$ cat config.mk
export PLATFORM = sky130hd
export DESIGN_NAME = apb_req_master
export DESIGN_NICKNAME = d
export VERILOG_FILES = /design/src/rtl/apb_req_master.sv
export SDC_FILE = /design/constraint.sdc
export NUM_CORES = 1
export LEC_CHECK = 0
export CAP_MARGIN = 5
export CORE_UTILIZATION = 44
export CTS_CLUSTER_SIZE = 10
export DETAILED_ROUTE_END_ITERATION = 6
export GPL_TIMING_DRIVEN = 1
export PLACE_DENSITY_LB_ADDON = 0.3
export SYNTH_ARGS = -nofsm -noshare
export SYNTH_HDL_FRONTEND = slang
export SYNTH_SLANG_ARGS = --single-unit
$ cat constraint.sdc
create_clock -name pclk_i -period 9.4 [get_ports pclk_i]
set_input_delay 1.88 -clock pclk_i [delete_from_list [all_inputs] [get_ports pclk_i]]
set_output_delay 1.88 -clock pclk_i [all_outputs]
set_load 0.01 [all_outputs]
$ cat src/rtl/apb_req_master.sv
// Purpose : bridges a valid/ready request/response pair onto an APB master port (IDLE/SETUP/ACCESS/RESP).
// Latency : request accepted at cycle t, SETUP t+1, ACCESS t+2.., response valid the cycle after PREADY (min t+3).
// Backpr.  : one transfer in flight; req_ready_o only in IDLE, response held stable until rsp_ready_i.
//
// Ports:
//   pclk_i / preset_i                 clock, asynchronous active-high reset
//   req_*                             request channel (addr, write, wdata, strb, prot) with valid/ready
//   rsp_*                             response channel (rdata, slverr, timeout) with valid/ready
//   paddr_o .. pstrb_o, p*_i          APB master interface
module apb_req_master #(
    parameter  int ADDR_WIDTH = 32,
    parameter  int DATA_WIDTH = 32,
    parameter  int TIMEOUT    = 0,
    localparam int STRB_WIDTH = (DATA_WIDTH + 7) / 8
) (
    input  logic                  pclk_i,
    input  logic                  preset_i,
    // request channel
    input  logic                  req_valid_i,
    output logic                  req_ready_o,
    input  logic [ADDR_WIDTH-1:0] req_addr_i,
    input  logic                  req_write_i,
    input  logic [DATA_WIDTH-1:0] req_wdata_i,
    input  logic [STRB_WIDTH-1:0] req_strb_i,
    input  logic [2:0]            req_prot_i,
    // response channel
    output logic                  rsp_valid_o,
    input  logic                  rsp_ready_i,
    output logic [DATA_WIDTH-1:0] rsp_rdata_o,
    output logic                  rsp_slverr_o,
    output logic                  rsp_timeout_o,
    // APB master side
    output logic [ADDR_WIDTH-1:0] paddr_o,
    output logic [2:0]            pprot_o,
    output logic                  psel_o,
    output logic                  penable_o,
    output logic                  pwrite_o,
    output logic [DATA_WIDTH-1:0] pwdata_o,
    output logic [STRB_WIDTH-1:0] pstrb_o,
    input  logic                  pready_i,
    input  logic [DATA_WIDTH-1:0] prdata_i,
    input  logic                  pslverr_i
);

    typedef enum logic [1:0] {
        IDLE   = 2'd0,
        SETUP  = 2'd1,
        ACCESS = 2'd2,
        RESP   = 2'd3
    } state_t;

    // At least one bit so the counter exists even when the timeout is disabled.
    localparam int CNT_W = (TIMEOUT > 0) ? $clog2(TIMEOUT + 1) : 1;

    state_t                r_state;
    logic [CNT_W-1:0]      r_cnt;
    logic [ADDR_WIDTH-1:0] r_paddr;
    logic [2:0]            r_pprot;
    logic                  r_psel;
    logic                  r_penable;
    logic                  r_pwrite;
    logic [DATA_WIDTH-1:0] r_pwdata;
    logic [STRB_WIDTH-1:0] r_pstrb;
    logic                  r_rsp_valid;
    logic [DATA_WIDTH-1:0] r_rsp_rdata;
    logic                  r_rsp_slverr;
    logic                  r_rsp_timeout;

    // r_cnt holds the number of ACCESS cycles already completed, so the
    // current cycle is the TIMEOUT-th one when r_cnt == TIMEOUT-1.
    logic w_expire;
    assign w_expire = (TIMEOUT > 0) && (r_cnt == CNT_W'(TIMEOUT - 1));

    always_ff @(posedge pclk_i or posedge preset_i) begin
        if (preset_i) begin
            r_state       <= IDLE;
            r_cnt         <= '0;
            r_paddr       <= '0;
            r_pprot       <= '0;
            r_psel        <= 1'b0;
            r_penable     <= 1'b0;
            r_pwrite      <= 1'b0;
            r_pwdata      <= '0;
            r_pstrb       <= '0;
            r_rsp_valid   <= 1'b0;
            r_rsp_rdata   <= '0;
            r_rsp_slverr  <= 1'b0;
            r_rsp_timeout <= 1'b0;
        end else begin
            case (r_state)
                IDLE: begin
                    if (req_valid_i) begin
                        r_paddr  <= req_addr_i;
                        r_pprot  <= req_prot_i;
                        r_pwrite <= req_write_i;
                        // write data/strobes are zeroed on reads so the bus shows no stale data
                        r_pwdata <= req_write_i ? req_wdata_i : '0;
                        r_pstrb  <= req_write_i ? req_strb_i  : '0;
                        r_psel   <= 1'b1;
                        r_cnt    <= '0;
                        r_state  <= SETUP;
                    end
                end
                SETUP: begin
                    r_penable <= 1'b1;
                    r_state   <= ACCESS;
                end
                ACCESS: begin
                    if (r_cnt != CNT_W'(TIMEOUT)) begin
                        r_cnt <= r_cnt + 1'b1;
                    end
                    // pready wins over a timeout expiring in the same cycle
                    if (pready_i) begin
                        r_rsp_rdata   <= r_pwrite ? '0 : prdata_i;
                        r_rsp_slverr  <= pslverr_i;
                        r_rsp_timeout <= 1'b0;
                        r_rsp_valid   <= 1'b1;
                        r_psel        <= 1'b0;
                        r_penable     <= 1'b0;
                        r_state       <= RESP;
                    end else if (w_expire) begin
                        r_rsp_rdata   <= '0;
                        r_rsp_slverr  <= 1'b1;
                        r_rsp_timeout <= 1'b1;
                        r_rsp_valid   <= 1'b1;
                        r_psel        <= 1'b0;
                        r_penable     <= 1'b0;
                        r_state       <= RESP;
                    end
                end
                RESP: begin
                    if (rsp_ready_i) begin
                        r_rsp_valid <= 1'b0;
                        r_state     <= IDLE;
                    end
                end
                default: r_state <= IDLE;
            endcase
        end
    end

    assign req_ready_o   = (r_state == IDLE);
    assign rsp_valid_o   = r_rsp_valid;
    assign rsp_rdata_o   = r_rsp_rdata;
    assign rsp_slverr_o  = r_rsp_slverr;
    assign rsp_timeout_o = r_rsp_timeout;
    assign paddr_o       = r_paddr;
    assign pprot_o       = r_pprot;
    assign psel_o        = r_psel;
    assign penable_o     = r_penable;
    assign pwrite_o      = r_pwrite;
    assign pwdata_o      = r_pwdata;
    assign pstrb_o       = r_pstrb;

endmodule

### Word level (Yosys, flattened, before mapping)

Cells that the tools add are included.

| storage, ports and cells | value |
|---|---|
| flip-flop bits (word level) | 110 |
| bits of input ports | 110 |
| output and inout port bits | 110 |
| word-level logic and storage cells | 41 |

| operators by class | value |
|---|---|
| equal/unequal tests | 6 |
| muxes and demuxes | 14 |
| reductions and logical operators | 10 |

Operators by type and width:

| kind | count |
|---|---|
| two-way mux 32 bit | 2 |
| AND reduction 3 bit | 3 |
| case mux 2 bit (4 select lines) | 1 |
| two-way mux 2 bit | 3 |
| != test 2 bit (second input constant) | 3 |
| case mux 1 bit (2 select lines) | 3 |
| AND reduction 2 bit | 3 |
| nonzero test 2 bit | 3 |
| == test 2 bit (second input constant) | 2 |
| two-way mux 1 bit | 4 |
| two-way mux 4 bit | 1 |
| == test 2 x 1 -> 1 bit (second input constant) | 1 |
| zero test 2 bit | 1 |

### Logic depth before layout (Yosys ltp)

| depth | value |
|---|---|
| depth after elaboration | 3 |
| mapped depth | 7 |
| mapped depth without buffers | 5 |

### Worst setup path after synthesis

Ideal clock, no wire load.

| timing path | value |
|---|---|
| path type | in2reg |
| start point | input port req_valid_i |
| end point | register r_paddr[10] (netlist: paddr_o[10]) |
| library setup time | 0.125 ns |
| arrival time | 2.683 ns |
| data required time | 9.275 ns |
| setup slack | 6.592 ns |
| stages on the path | 4 |
| path buffers | 2 |
| cells stage by stage | and2_1 buf_2 buf_4 mux2_2 |

| on the way | value |
|---|---|
| cells in the longest elaborated chain, start to end | 1 |

Ends and longest elaborated chain:

| element | line | text |
|---|---|---|
| start, declared | 19 | `input logic req_valid_i,` |
| AND reduction 2 bit (no line) | n/a |  |
| end signal, assigned | 93 | `r_paddr <= req_addr_i;` |
| end, declared | 57 | `logic [ADDR_WIDTH-1:0] r_paddr;` |

Every way passes these cells.
A chain may end at the register's enable or synchronous reset.

### Worst setup path in the final report

| timing path | value |
|---|---|
| start point | register r_pwrite (netlist: pwrite_o) |
| end point | output port pwrite_o |

RTL lines:

| element | line | text |
|---|---|---|
| start, declared | 61 | `logic r_pwrite;` |
| start signal, assigned | 95 | `r_pwrite <= req_write_i;` |
| end, declared | 37 | `output logic pwrite_o,` |

No word-level cell between the ends.

==> out/metrics.cfg <==
[logic_synthesis]
synthesis.area_um2 = 4450
yosys_register_bits = 110
netlist_instances = 410
syn-num-nets = 526
yosysTopAreaCell = dfrtp_1
synthTopCellsByArea = dfrtp_1, mux2_2, nand2_1, o21ai_0, nand2b_1
yosysTopAreaCellShare_pct = 61.8
yosys.cell_types.count = 23
syn_avg_cell_area_um2 = 10.9
seq_area_frac_synth_pct = 61.8
yosysWarnings = 0

[power]
ir_worst_vdd_mv = 0.134
seq_power_share_pct = 39.7
swShare_pct = 33.7
p_clk_share_pct = 12.8
p_leak_nw = 2.96
p_switching_mw = 0.697
p_per_area_nw_per_um2 = 300
combinationalPowerShare_pct = 47.5
internal-power_mw = 1.37

[global_routing]
grt_pass1_vias = 3729
antenna_found_initial = 0
grt_use_met3_pct = 7.32
grt_pass1_wl_um = 17600
track_usage_pct = 21.8
met2_usage_pct = 37.5
grt_util_met1_pct = 24.4
grt_max_degree = 73
grt_overflow = 0
grt_busiest_layer = met2

[placed_design]
dp_slack_ns = 5.48
hpwl_um = 8390
place.port_buffers = 218
place.gp.congestion = 0.726

[worst_setup_path]
critPathKind = flop to output pin
cp-end-kind = output pin
crit_required_ns = 7.52
critPathLaunchType = flop
critical-path-max-stage-delay_ns = 0.89
cpMaxStageDelayCell = dfrtp_1
crit_arrival_ns = 1.93
crit_buf_inv = 1
crit_path_cell_trace = clkdlybuf4s50_1
crit_fanout = 34
worst_path_dominant_cell_family = flip-flops

[cells_and_area]
nets = 732
layout_commonest_cell = clkdlybuf4s50_1
final_util_pct = 70.5
mostFrequentLayoutCells = clkdlybuf4s50_1, dfrtp_1, nand2_1
num_antenna_cells = 0
layout-drive-gt1-share_pct = 9.66
synthToLayoutAreaGrowth_pct = 54.9

[clocking]
cts_tree = yes
clock-sinks = 110
htree_levels = 3
cts.path.max_buffers = 2
cts_setup_buffers = 0
postCtsHoldBufs = 0
cts_buffers = 9
worstSkewPairLatency_ns = 0.36
clkSlewWorstSetupHoldPaths_ns = 0.10
root_buffer = clkbuf_8
ctsResizeCount = 0

[floorplan]
die_y_um = 103
fp-row-count = 36
start_util_pct = 45.5
core_um2 = 9770
dieWidth_um = 103
io_pins = 220
dieArea_um2 = 10500

[timing]
maxSlewViolCount = 0
finalCritPeriodShare_pct = 40.5
setup-tns-final_ns = 0
rsz0062_at_grt = false
maxSlewHeadroom_pct = 25.0
worst_pin_slew_ns = 1.12
period_needed_ns = 3.81
fin_skew_ns = 0.00677
setup_viol = 0
fmax_mhz = 262
hold_viol_final = 0
timing.hold.ws_ns = 0.489
finalWorstSetupSlack_ns = 5.59

[worst_hold_path]
hold_path_class = flop to flop

[detailed_routing]
dr.pass1.iters = 4
routed_wl_um = 11300
drtIter0Drc = 67
drc = 0
vias = 3623
ant_nets = 0
viasPerCell = 4.81
routedWlPerCell_um = 15.0

[status]
status = finished, final reports clean

[run]
drv_cap = 0

power groups by stage:
stage / Sequential, mW / Combinational (mW) / Clock, mW
floorplan: 0.909 / 0.341 / 0
global placement: 0.820 / 0.958 / 0
detailed placement: 0.834 / 0.990 / 0
CTS: 0.825 / 0.994 / 0.275
global route: 0.851 / 1.07 / 0.292
finish: 0.820 / 0.981 / 0.264
final cells by class:
| class | count | area [µm²] |
|---|---|---|
| clock buffer | 10 | 138 |
| clock inverter | 6 | 46.3 |
| fill | 765 | 2880 |
| inverter | 6 | 25.0 |
| multi-input combinational | 268 | 1560 |
| sequential | 110 | 2750 |
| tap | 133 | 166 |
| timing repair buffer | 221 | 2200 |
state kept, by name, summed over array words and instances (netlist names):
| signal | cells |
|---|---|
| penable_o | 1 |
| rsp_slverr_o | 1 |
| rsp_valid_o | 1 |
| pstrb_o | 4 |
| paddr_o | 32 |
| pwrite_o | 1 |
| psel_o | 1 |
| r_state | 2 |
| rsp_rdata_o | 32 |
| pwdata_o | 32 |
| pprot_o | 3 |
cell families (layout without fill, tap and decap cells):
logic type	after synthesis	count (layout)	share of synthesized area, %
and+or+nand+nor	146	146	14.4
DFF	110	110	61.8
muxes	40	40	10.1
other	1	1	0.0842
AOI/OAI and AO/OA	75	75	8.77
buffers and inverters	32	243	3.18
adders and majority gates	6	6	1.69
metrics by stage:
stage | area (µm²) | power (mW) | cells
2_1_floorplan | 4450 | 1.25 | 410
3_3_place_gp | 6710 | 1.78 | 738
3_5_place_dp | 6710 | 1.82 | 738
4_1_cts | 6900 | 2.09 | 754
5_1_grt | 6900 | 2.21 | 754
6_report | 6900 | 2.07 | 754
synth_stat cells:
library cell    n
buf_4           4
mux2_1          1
buf_1           1
clkbuf_1       16
conb_1          1
nor2_1          1
ha_1            6
a21oi_1         1
nand2b_1       35
mux2_2         37
dfrtp_1       110
a22o_1          1
nor2b_1         1
mux2i_1         2
inv_1           5
inv_2           1
and2_1          1
a222oi_1        1
a311oi_1        1
a211oi_1        1
o21ai_0        70
nand2_1       108
buf_2           5
path summary, 6_finish.rpt:
kind                       cells after the start                  endpoint  slack, ns                     start
max                                            1                  pwrite_o       5.59      pwrite_o$_DFFE_PP0P_
min reg2reg                                    2  pwdata_o[22]$_DFFE_PP0P_       0.49  pwdata_o[22]$_DFFE_PP0P_
min                                            2  pwdata_o[22]$_DFFE_PP0P_       0.49  pwdata_o[22]$_DFFE_PP0P_
max in group asynchronous                      3   paddr_o[28]$_DFFE_PP0P_       6.26                  preset_i
min in group asynchronous                      2  pwdata_o[23]$_DFFE_PP0P_       1.93                  preset_i
max reg2reg                                    5    paddr_o[9]$_DFFE_PP0P_       7.01    r_state[0]$_DFFE_PP0P_
routing by layer:
metal | wire length, µm | part of all wire, % | vias up
met4 | 320 | 2.8 | 0
met3 | 1050 | 9.3 | 27
met5 | 0 | 0 | -
met1 | 4370 | 39 | 1698
met2 | 5550 | 49 | 150
li1 | - | - | 1748
Power figures use the tool's default switching activity.
